### src/rtl/sd_cmd_engine.sv
// SD CMD-line engine: serialises a 48-bit command frame with CRC7 and captures
// the card response (48 or 136 bits) into four response words for the regbank.
module sd_cmd_engine #(
    parameter int unsigned RESP_TIMEOUT = 64
) (
    input  logic        clk,
    input  logic        reset,
    input  logic        bit_en,
    input  logic        start,
    input  logic [15:0] cmd_in,
    input  logic [31:0] arg_in,
    output logic        cmd_o,
    output logic        cmd_oe,
    input  logic        cmd_i,
    output logic [31:0] resp0_out,
    output logic [31:0] resp1_out,
    output logic [31:0] resp2_out,
    output logic [31:0] resp3_out,
    output logic        resp_we,
    output logic        busy,
    output logic        done,
    output logic        timeout_err,
    output logic        crc_err,
    output logic        end_bit_err,
    output logic        index_err
);
    localparam int unsigned TO_W = $clog2(RESP_TIMEOUT + 1);

    typedef enum logic [2:0] {S_IDLE, S_TX, S_WAIT, S_RX, S_CHECK} state_t;
    state_t r_state, w_next;

    logic [47:0]     r_frame;
    logic [7:0]      r_bitcnt;
    logic [TO_W-1:0] r_to_cnt;
    logic [5:0]      r_index;
    logic            r_idx_chk, r_crc_chk, r_wr;
    logic [1:0]      r_rtype;
    logic [135:0]    r_rx;
    logic [31:0]     r_resp0, r_resp1, r_resp2, r_resp3;
    logic            r_timeout_err, r_crc_err, r_end_bit_err, r_index_err;

    logic [39:0]  w_hdr;
    logic [135:0] w_rx_next;
    logic [7:0]   w_rx_len;
    logic         w_tx_last, w_rx_last, w_timeout;
    logic         w_unused_bits;

    function automatic logic [6:0] crc7(input logic [39:0] d);
        logic [6:0] c;
        logic       fb;
        c = '0;
        for (int unsigned i = 0; i < 40; i++) begin
            fb = d[39 - i] ^ c[6];
            c  = {c[5:0], 1'b0} ^ (fb ? 7'h09 : 7'h00);
        end
        return c;
    endfunction

    assign w_hdr         = {2'b01, cmd_in[13:8], arg_in};
    assign w_rx_next     = {r_rx[134:0], cmd_i};
    assign w_rx_len      = (r_rtype == 2'b01) ? 8'd136 : 8'd48;
    assign w_tx_last     = bit_en && (r_bitcnt == 8'd47);
    assign w_rx_last     = bit_en && ((r_bitcnt + 8'd1) == w_rx_len);
    assign w_timeout     = bit_en && cmd_i && (r_to_cnt == TO_W'(RESP_TIMEOUT - 1));
    assign w_unused_bits = ^{cmd_in[15:14], cmd_in[7:5], cmd_in[2], r_rx[135]};

    always_ff @(posedge clk) begin
        if (reset) r_state <= S_IDLE;
        else       r_state <= w_next;
    end

    always_comb begin
        w_next = r_state;
        case (r_state)
            S_IDLE:  if (start) w_next = S_TX;
            S_TX:    if (w_tx_last) w_next = (r_rtype == 2'b00) ? S_CHECK : S_WAIT;
            S_WAIT:  if (bit_en && !cmd_i) w_next = S_RX;
                     else if (w_timeout) w_next = S_CHECK;
            S_RX:    if (w_rx_last) w_next = S_CHECK;
            S_CHECK: w_next = S_IDLE;
            default: w_next = S_IDLE;
        endcase
    end

    always_comb begin
        cmd_oe  = 1'b0;
        cmd_o   = 1'b1;
        busy    = 1'b1;
        done    = 1'b0;
        resp_we = 1'b0;
        case (r_state)
            S_IDLE:  busy = 1'b0;
            S_TX:    begin cmd_oe = 1'b1; cmd_o = r_frame[47]; end
            S_CHECK: begin done = 1'b1; resp_we = r_wr; end
            default: ;
        endcase
    end

    // Response words and error flags are registered on the final RX strobe so
    // they are already valid in the CHECK cycle alongside resp_we/done.
    always_ff @(posedge clk) begin
        if (reset) begin
            r_frame <= '0; r_bitcnt <= '0; r_to_cnt <= '0; r_index <= '0;
            r_idx_chk <= 1'b0; r_crc_chk <= 1'b0; r_wr <= 1'b0; r_rtype <= '0;
            r_rx <= '0;
            r_resp0 <= '0; r_resp1 <= '0; r_resp2 <= '0; r_resp3 <= '0;
            r_timeout_err <= 1'b0; r_crc_err <= 1'b0;
            r_end_bit_err <= 1'b0; r_index_err <= 1'b0;
        end else begin
            case (r_state)
                S_IDLE: if (start) begin
                    r_frame       <= {w_hdr, crc7(w_hdr), 1'b1};
                    r_index       <= cmd_in[13:8];
                    r_idx_chk     <= cmd_in[4];
                    r_crc_chk     <= cmd_in[3];
                    r_rtype       <= cmd_in[1:0];
                    r_bitcnt      <= '0;
                    r_to_cnt      <= '0;
                    r_wr          <= 1'b0;
                    r_timeout_err <= 1'b0;
                    r_crc_err     <= 1'b0;
                    r_end_bit_err <= 1'b0;
                    r_index_err   <= 1'b0;
                end
                S_TX: if (bit_en) begin
                    r_frame  <= {r_frame[46:0], 1'b1};
                    r_bitcnt <= r_bitcnt + 8'd1;
                end
                S_WAIT: if (bit_en) begin
                    if (!cmd_i) begin
                        r_rx     <= '0;
                        r_bitcnt <= 8'd1;
                    end else if (w_timeout) begin
                        r_timeout_err <= 1'b1;
                    end else begin
                        r_to_cnt <= r_to_cnt + 1'b1;
                    end
                end
                S_RX: if (bit_en) begin
                    r_rx     <= w_rx_next;
                    r_bitcnt <= r_bitcnt + 8'd1;
                    if (w_rx_last) begin
                        r_wr          <= 1'b1;
                        r_end_bit_err <= !w_rx_next[0];
                        if (r_rtype == 2'b01) begin
                            r_resp0 <= w_rx_next[39:8];
                            r_resp1 <= w_rx_next[71:40];
                            r_resp2 <= w_rx_next[103:72];
                            r_resp3 <= {8'h00, w_rx_next[127:104]};
                        end else begin
                            r_resp0     <= w_rx_next[39:8];
                            r_resp1     <= '0;
                            r_resp2     <= '0;
                            r_resp3     <= '0;
                            r_crc_err   <= r_crc_chk && (crc7(w_rx_next[47:8]) != w_rx_next[7:1]);
                            r_index_err <= r_idx_chk && (w_rx_next[45:40] != r_index);
                        end
                    end
                end
                S_CHECK: r_wr <= 1'b0;
                default: ;
            endcase
        end
    end

    assign resp0_out   = r_resp0;
    assign resp1_out   = r_resp1;
    assign resp2_out   = r_resp2;
    assign resp3_out   = r_resp3;
    assign timeout_err = r_timeout_err;
    assign crc_err     = r_crc_err;
    assign end_bit_err = r_end_bit_err;
    assign index_err   = r_index_err;
endmodule

### config.mk
export PLATFORM = sky130hd
export DESIGN_NAME = sd_cmd_engine
export DESIGN_NICKNAME = d
export VERILOG_FILES = /design/src/rtl/sd_cmd_engine.sv
export SDC_FILE = /design/constraint.sdc
export NUM_CORES = 1
export LEC_CHECK = 0
export CAP_MARGIN = 20
export CORE_ASPECT_RATIO = 0.9
export CORE_MARGIN = 5
export CORE_UTILIZATION = 50
export CTS_CLUSTER_DIAMETER = 50
export DETAILED_ROUTE_END_ITERATION = 7
export HOLD_SLACK_MARGIN = 0.05
export PLACE_DENSITY_LB_ADDON = 0.25
export RECOVER_POWER = 100
export SLEW_MARGIN = 10
export SYNTH_ARGS = -nofsm -noshare
export SYNTH_HDL_FRONTEND = slang
export SYNTH_SLANG_ARGS = --single-unit
### constraint.sdc
create_clock -name clk -period 2.6 [get_ports clk]
set_input_delay 0.39 -clock clk [delete_from_list [all_inputs] [get_ports clk]]
set_output_delay 0.39 -clock clk [all_outputs]
set_load 0.005 [all_outputs]
# Word level (Yosys, flattened, before mapping)
# Cells that the tools add are included.
# totals
register_bits	336
out_inout_bits	137
# op_classes
n_addsub	2
n_eq_ne	23
n_mux	130
bitwise_logic	153
n_reduce_logical	28
# op_table
op	count
bitwise XOR 7 x 4 -> 7 bit	73
two-way mux 127 bit	3
two-way mux 4 bit	78
one-hot mux 127 bit (2 select lines)	1
two-way mux 48 bit	2
one-hot mux 48 bit (2 select lines)	1
bitwise XOR 1 bit	71
two-way mux 32 bit	2
two-way mux 8 bit	5
two-way mux 7 bit	4
two-way mux 24 bit	1
one-hot mux 8 bit (3 select lines)	1
!= test 2 bit (second input constant)	11
AND reduction 5 bit	4
two-way mux 1 bit	19
two-way mux 3 bit	6
AND reduction 4 bit	4
one-hot mux 7 bit (2 select lines)	1
one-hot mux 3 bit (4 select lines)	1
bitwise XOR 6 x 4 -> 6 bit	2
adder 8 x 1 -> 8 bit (second input constant)	1
== test 8 x 6 -> 1 bit (second input constant)	1
== test 8 bit	1
one-hot mux 1 bit (2 select lines)	4
other kinds (23)	39

# Longest topological paths before layout
# logic_depth
depth_word	119
ltp_mapped	11

# Worst setup path before layout
# OpenSTA, ideal clock, no wires.
# synth_path
kind	reg-to-reg
startpoint	reg r_bitcnt[0]
endpoint	reg r_resp1[8], in the netlist resp1_out[8]
arrival_time_ps	2802
required_ps	2530
slack_ps	-272
path_stages_with_launch	11
path_buffers	2
synth_period_minus_slack_ps	2872
cell_sequence	dfxtp_1 -> ha_1 -> and3_1 -> nand3_1 -> xnor2_1 -> or4_1 -> a211oi_1 -> clkbuf_1 -> clkbuf_1 -> nand3_1 -> a21oi_1
# synth_between
elab_chain_len	4
# synth_rtl
item	line	text
start, declared	33	logic [7:0] r_bitcnt;
start signal, assigned	127	r_bitcnt <= r_bitcnt + 8'd1;
start signal, assigned	141	r_bitcnt <= r_bitcnt + 8'd1;
adder 8 x 1 -> 8 bit	63	assign w_rx_last = bit_en && ((r_bitcnt + 8'd1) == w_rx_len);
== test 8 bit	63	
logical AND 1 bit	63	
AND reduction 3 bit (no source line)	n/a	
end signal, assigned	147	r_resp1 <= w_rx_next[71:40];
end, declared	39	logic [31:0] r_resp0, r_resp1, r_resp2, r_resp3;
# Every way passes these cells.
# A chain may end at the register's enable or synchronous reset.

# Worst setup path after layout
# layout_path
startpoint	reg r_rx[42]
endpoint	reg r_crc_err, in the netlist crc_err
# layout_between
elab_chain_len	60
# layout_rtl
item	line	text
start, declared	38	logic [135:0] r_rx;
start signal, assigned	140	r_rx <= w_rx_next;
bitwise XOR 1 bit (*)	53	fb = d[39 - i] ^ c[6];
two-way mux 4 bit (*)	54	c = {c[5:0], 1'b0} ^ (fb ? 7'h09 : 7'h00);
bitwise XOR 7 x 4 -> 7 bit (*) (4 in series)	54	
bitwise XOR 1 bit or bitwise XOR 7 x 4 -> 7 bit (tied branches)	53, 54	
two-way mux 4 bit or bitwise XOR 7 x 4 -> 7 bit (tied branches)	54	
bitwise XOR 7 x 4 -> 7 bit (*) (4 in series)	54	
bitwise XOR 1 bit or bitwise XOR 7 x 4 -> 7 bit (tied branches)	53, 54	
two-way mux 4 bit or bitwise XOR 7 x 4 -> 7 bit (tied branches)	54	
[38 not listed]	n/a	
two-way mux 4 bit or bitwise XOR 7 x 4 -> 7 bit (tied branches)	54	
bitwise XOR 7 x 4 -> 7 bit (*)	54	
!= test 7 bit (*)	155	r_crc_err <= r_crc_chk && (crc7(w_rx_next[47:8]) != w_rx_next[7:1]);
logical AND 1 bit (*)	155	
two-way mux 1 bit (*)	145	if (r_rtype == 2'b01) begin
two-way mux 1 bit (*)	142	if (w_rx_last) begin
two-way mux 1 bit (*)	139	S_RX: if (bit_en) begin
one-hot mux 1 bit (2 select lines) (*)	110	case (r_state)
end signal, assigned	155	
end, declared	40	logic r_timeout_err, r_crc_err, r_end_bit_err, r_index_err;
# Every way passes the cells marked *; elsewhere a longest branch is shown, timed or not. The select of a mux whose other input is x is not followed.

==> results.tsv <==
stage	metric	value	unit
drt	postRouteAntennaNets	0	
worst_setup_path	r2r_end	crc_err$_SDFFE_PP0P_	
worst_setup_path	r2r_start	r_rx[42]$_SDFFE_PP0P_	
grt	grt_pass1_vias	11600	
place	port_buffers	175	
die	dieHeight	168	µm
synthesis	syn_inst	1597	
clocking	tritoncts	done	
place	place_area	16600	µm²
worst_setup_path	crit_type	register to register	
synthesis	yosysSeqAreaShare	47.5	%
sta	maxSlewViolCount	0	
worst_setup_path	crit_arrival	3.13	ns
job	drv_cap	0	
cells_and_area	layout-drive-gt1-share	19.1	%
drt	vias	12400	
sta	hold_viol_final	0	
sta	finalCritPeriodShare	105	%
die	io_pins	190	
sta	rsz0062_at_grt	true	
clocking	clock_path_buffers	3	
hold_path	min-delay-start	arg_in[30]	
worst_setup_path	worstSetupEndpointType	register	
drt	dr.pass1.iters	6	
hold_path	holdPathStages	3	
sta	totalNegativeSetupSlack	-1.63	ns
synthesis	synth_largest_area_cell	dfxtp_1	
power	peakVddDrop	456	µV
power	p_comb_share	24.0	%
synthesis	synth_area	13800	µm²
drt	avgRoutedWirePerCell	17.5	µm
synthesis	ys_ff_latch	328	
clocking	cts_sinks	328	
synthesis	syn_area_per_cell	8.66	µm²
cells_and_area	finalInstanceArea	19000	µm²
clocking	root_buffer	clkbuf_16	
synthesis	ys.flop_type	dfxtp_1	
synthesis	ys_types	48	
worst_setup_path	reg2regPathDepth	8	
drt	route.detailed.drc	0	
worst_setup_path	required	3.01	ns
synthesis	synth-edff-count	0	
clocking	clk_pin_slew	0.06	ns
cells_and_area	n_antenna_cell	0	
sta	fmax	367	MHz
drt	via_per_inst	5.64	
run_status	violations	setup timing	
power	cellPowerDensity	754	nW/µm²
hold_path	hold_path.class	primary input to register	
grt	grt_pass1_wl	59.3	mm
worst_setup_path	r2r_slack	-0.13	ns
die	coreArea	27200	µm²
place	gp_congestion	0.815	
sta	post-route-min-period	2.73	ns
grt	overflow	0	
clocking	htreeDepth	2	
cells_and_area	fin_nets	1870	
die	floorplan.rows	57	
worst_setup_path	cp-start-kind	register	
power	switching_share	29.4	%
sta	relSlewSlack	33.9	%
run_status	outcome	finished with violations	
hold_path	holdPathEnd	r_frame[38]$_SDFFE_PP0P_	
place	dp_slack	-0.599	ns
grt	antenna_found_initial	0	
synthesis	netlist.area_leader.share	47.5	%
die	die-area	31100	µm²
die	start_util	50.9	%
sta	clock_skew	0.0177	ns
sta	final-setup-viol-count	38	
grt	grt_start_max_net_pins	135	
cells_and_area	synthToLayoutAreaGrowth	37.6	%
place	dp_hpwl	22.8	mm
clocking	clk_latency	0.51	ns
die	die_x	185	µm
drt	first_iter_violations	818	
power	p_switching	4.22	mW
power	p_int	10.1	mW
clocking	cts_made_buffers	36	
synthesis	synth_commonest_cells	328 x dfxtp_1, 233 x nand2_1, 207 x nor2_1, 150 x a21oi_1, 131 x a22oi_1	
cells_and_area	fin_util	70.1	%
power	leakage	7.42	nW
cells_and_area	stdcell_count	2193	
grt	grt_usage	22.5	%
synthesis	synth_top_cells_by_area	dfxtp_1 47%, a22oi_1 7.1%, nand2_1 6.3%	
sta	fin_ws	-0.126	ns
place	post-place-cells	2105	
power	seqPwrFrac	39.4	%
worst_setup_path	path_max_fanout	4	
synthesis	ys_async_sr_fraction	0	%
synthesis	ys_warn_count	0	
power	clkPwrFrac	36.6	%
sta	worst_pin_slew	0.992	ns
drt	wl	38.4	mm
synthesis	yosysMostFrequentCell	dfxtp_1	
## critical path, stage by stage, from the launching register on
cell     delay [ns]
dfxtp_4        0.37
xor3_2         0.46
xor3_2         0.45
xnor2_2        0.22
xnor3_1        0.27
xor3_1         0.24
xnor2_1        0.21
nand4_1        0.14
o31a_1         0.26
## repair_timing
action	in CTS	in global routing
setup buffers	5	8
pin swaps	39	111
hold buffers	0	0
resized for setup	19	170
cloned	3	10
endpoints found under the setup margin	103	121
## power groups by stage
stage / combinational [mW] / sequential (mW) / clock, mW
floorplan: 2.36 / 5.67 / 0
global placement: 3.25 / 5.74 / 0
detailed placement: 3.32 / 5.75 / 0
CTS: 3.34 / 5.64 / 5.33
global route: 3.79 / 5.70 / 5.58
finish: 3.45 / 5.65 / 5.25
## cells by family (layout without fill, tap and decap cells)
| group | Yosys count | count (layout) | share of synthesized area, % |
|---|---|---|---|
| buffers and inverters | 145 | 380 | 4.17 |
| other | 1 | 8 | 0.0271 |
| AO/OA/AOI/OAI | 385 | 385 | 17.7 |
| multiplexers | 5 | 5 | 0.362 |
| flip-flops | 328 | 328 | 47.5 |
| XOR/XNOR | 142 | 142 | 12.2 |
| AND/OR/NAND/NOR | 588 | 588 | 17.8 |
| adder cells (fa/ha/maj) | 3 | 3 | 0.271 |
## metrics by stage
step	power, mW	hold slack [ns]
final	14.4	0.229
after global routing	15.1	0.267
after CTS	14.3	0.348
after detailed placement	9.07	0.443
after global placement	8.98	0.440
after floorplan	8.03	0.428
## sequential cells by signal, summed over array words and instances, names as in the netlist
name	cells
timeout_err	1
r_to_cnt	7
r_state	3
r_index	6
crc_err	1
index_err	1
r_rtype	2
resp2_out	32
r_rx	127
r_frame	48
resp1_out	32
r_wr	1
r_bitcnt	8
resp3_out	24
r_crc_chk	1
resp0_out	32
r_idx_chk	1
end_bit_err	1
## worst max path at each step
| stage | startpoint | to | slack, ns | cells after the start |
|---|---|---|---|---|
| after floorplan | r_rx[27]$_SDFFE_PP0P_ | crc_err$_SDFFE_PP0P_ | 0.001 | 8 |
| after global placement | cmd_in[13] | r_frame[4]$_SDFFE_PP0P_ | -0.57 | 9 |
| after detailed placement | cmd_in[8] | r_frame[5]$_SDFFE_PP0P_ | -0.60 | 10 |
| after CTS | r_rx[41]$_SDFFE_PP0P_ | crc_err$_SDFFE_PP0P_ | -0.05 | 8 |
| after global routing | r_rx[42]$_SDFFE_PP0P_ | crc_err$_SDFFE_PP0P_ | -0.21 | 8 |
| final | r_rx[42]$_SDFFE_PP0P_ | crc_err$_SDFFE_PP0P_ | -0.13 | 8 |
## layer usage
| layer | global-route usage, % | wire length, µm | share of wire (%) | up-vias |
|---|---|---|---|---|
| li1 | - | - | - | 5946 |
| met4 | 6.09 | 917 | 2.4 | 0 |
| met2 | 37.2 | 18700 | 49 | 377 |
| met3 | 3.00 | 2040 | 5.3 | 72 |
| met1 | 31.0 | 16700 | 44 | 5984 |
| met5 | 0 | 0 | 0 | - |
## final cells by class
class / count / area, µm²
clock buffer: 49 / 1060
clock inverter: 14 / 171
fill: 2080 / 8130
inverter: 2 / 7.51
multi-input combinational: 1131 / 7570
sequential: 328 / 6570
tap: 354 / 443
timing repair buffer: 315 / 3210
## cells in the final DEF (no fill, tap or decap), types with 6 or more instances in the layout
master           Yosys  layout
nand3_2              0      24
dlymetal6s2s_1       0       9
clkdlybuf4s50_1      0      39
dfxtp_1            328     325
xnor2_2              2      13
clkbuf_8             0       9
xnor3_1             25      23
a311oi_1            39      39
buf_4                8     100
o21ai_0             43      44
dlygate4sd3_1        0     125
and3_1              10       6
a22oi_1            131     131
nand2_4              0      10
xnor2_1             83      72
xor2_1              26      24
a21oi_2              0      61
nand2b_1             7       7
a21oi_1            150      89
nand2_1            233     218
buf_12               0      16
clkbuf_1           129       8
clkbuf_16            0      45
nor2_1             207     206
nand3_4              0      18
conb_1               1       8
nand3_1             93      51
Power figures use the tool's default switching activity.
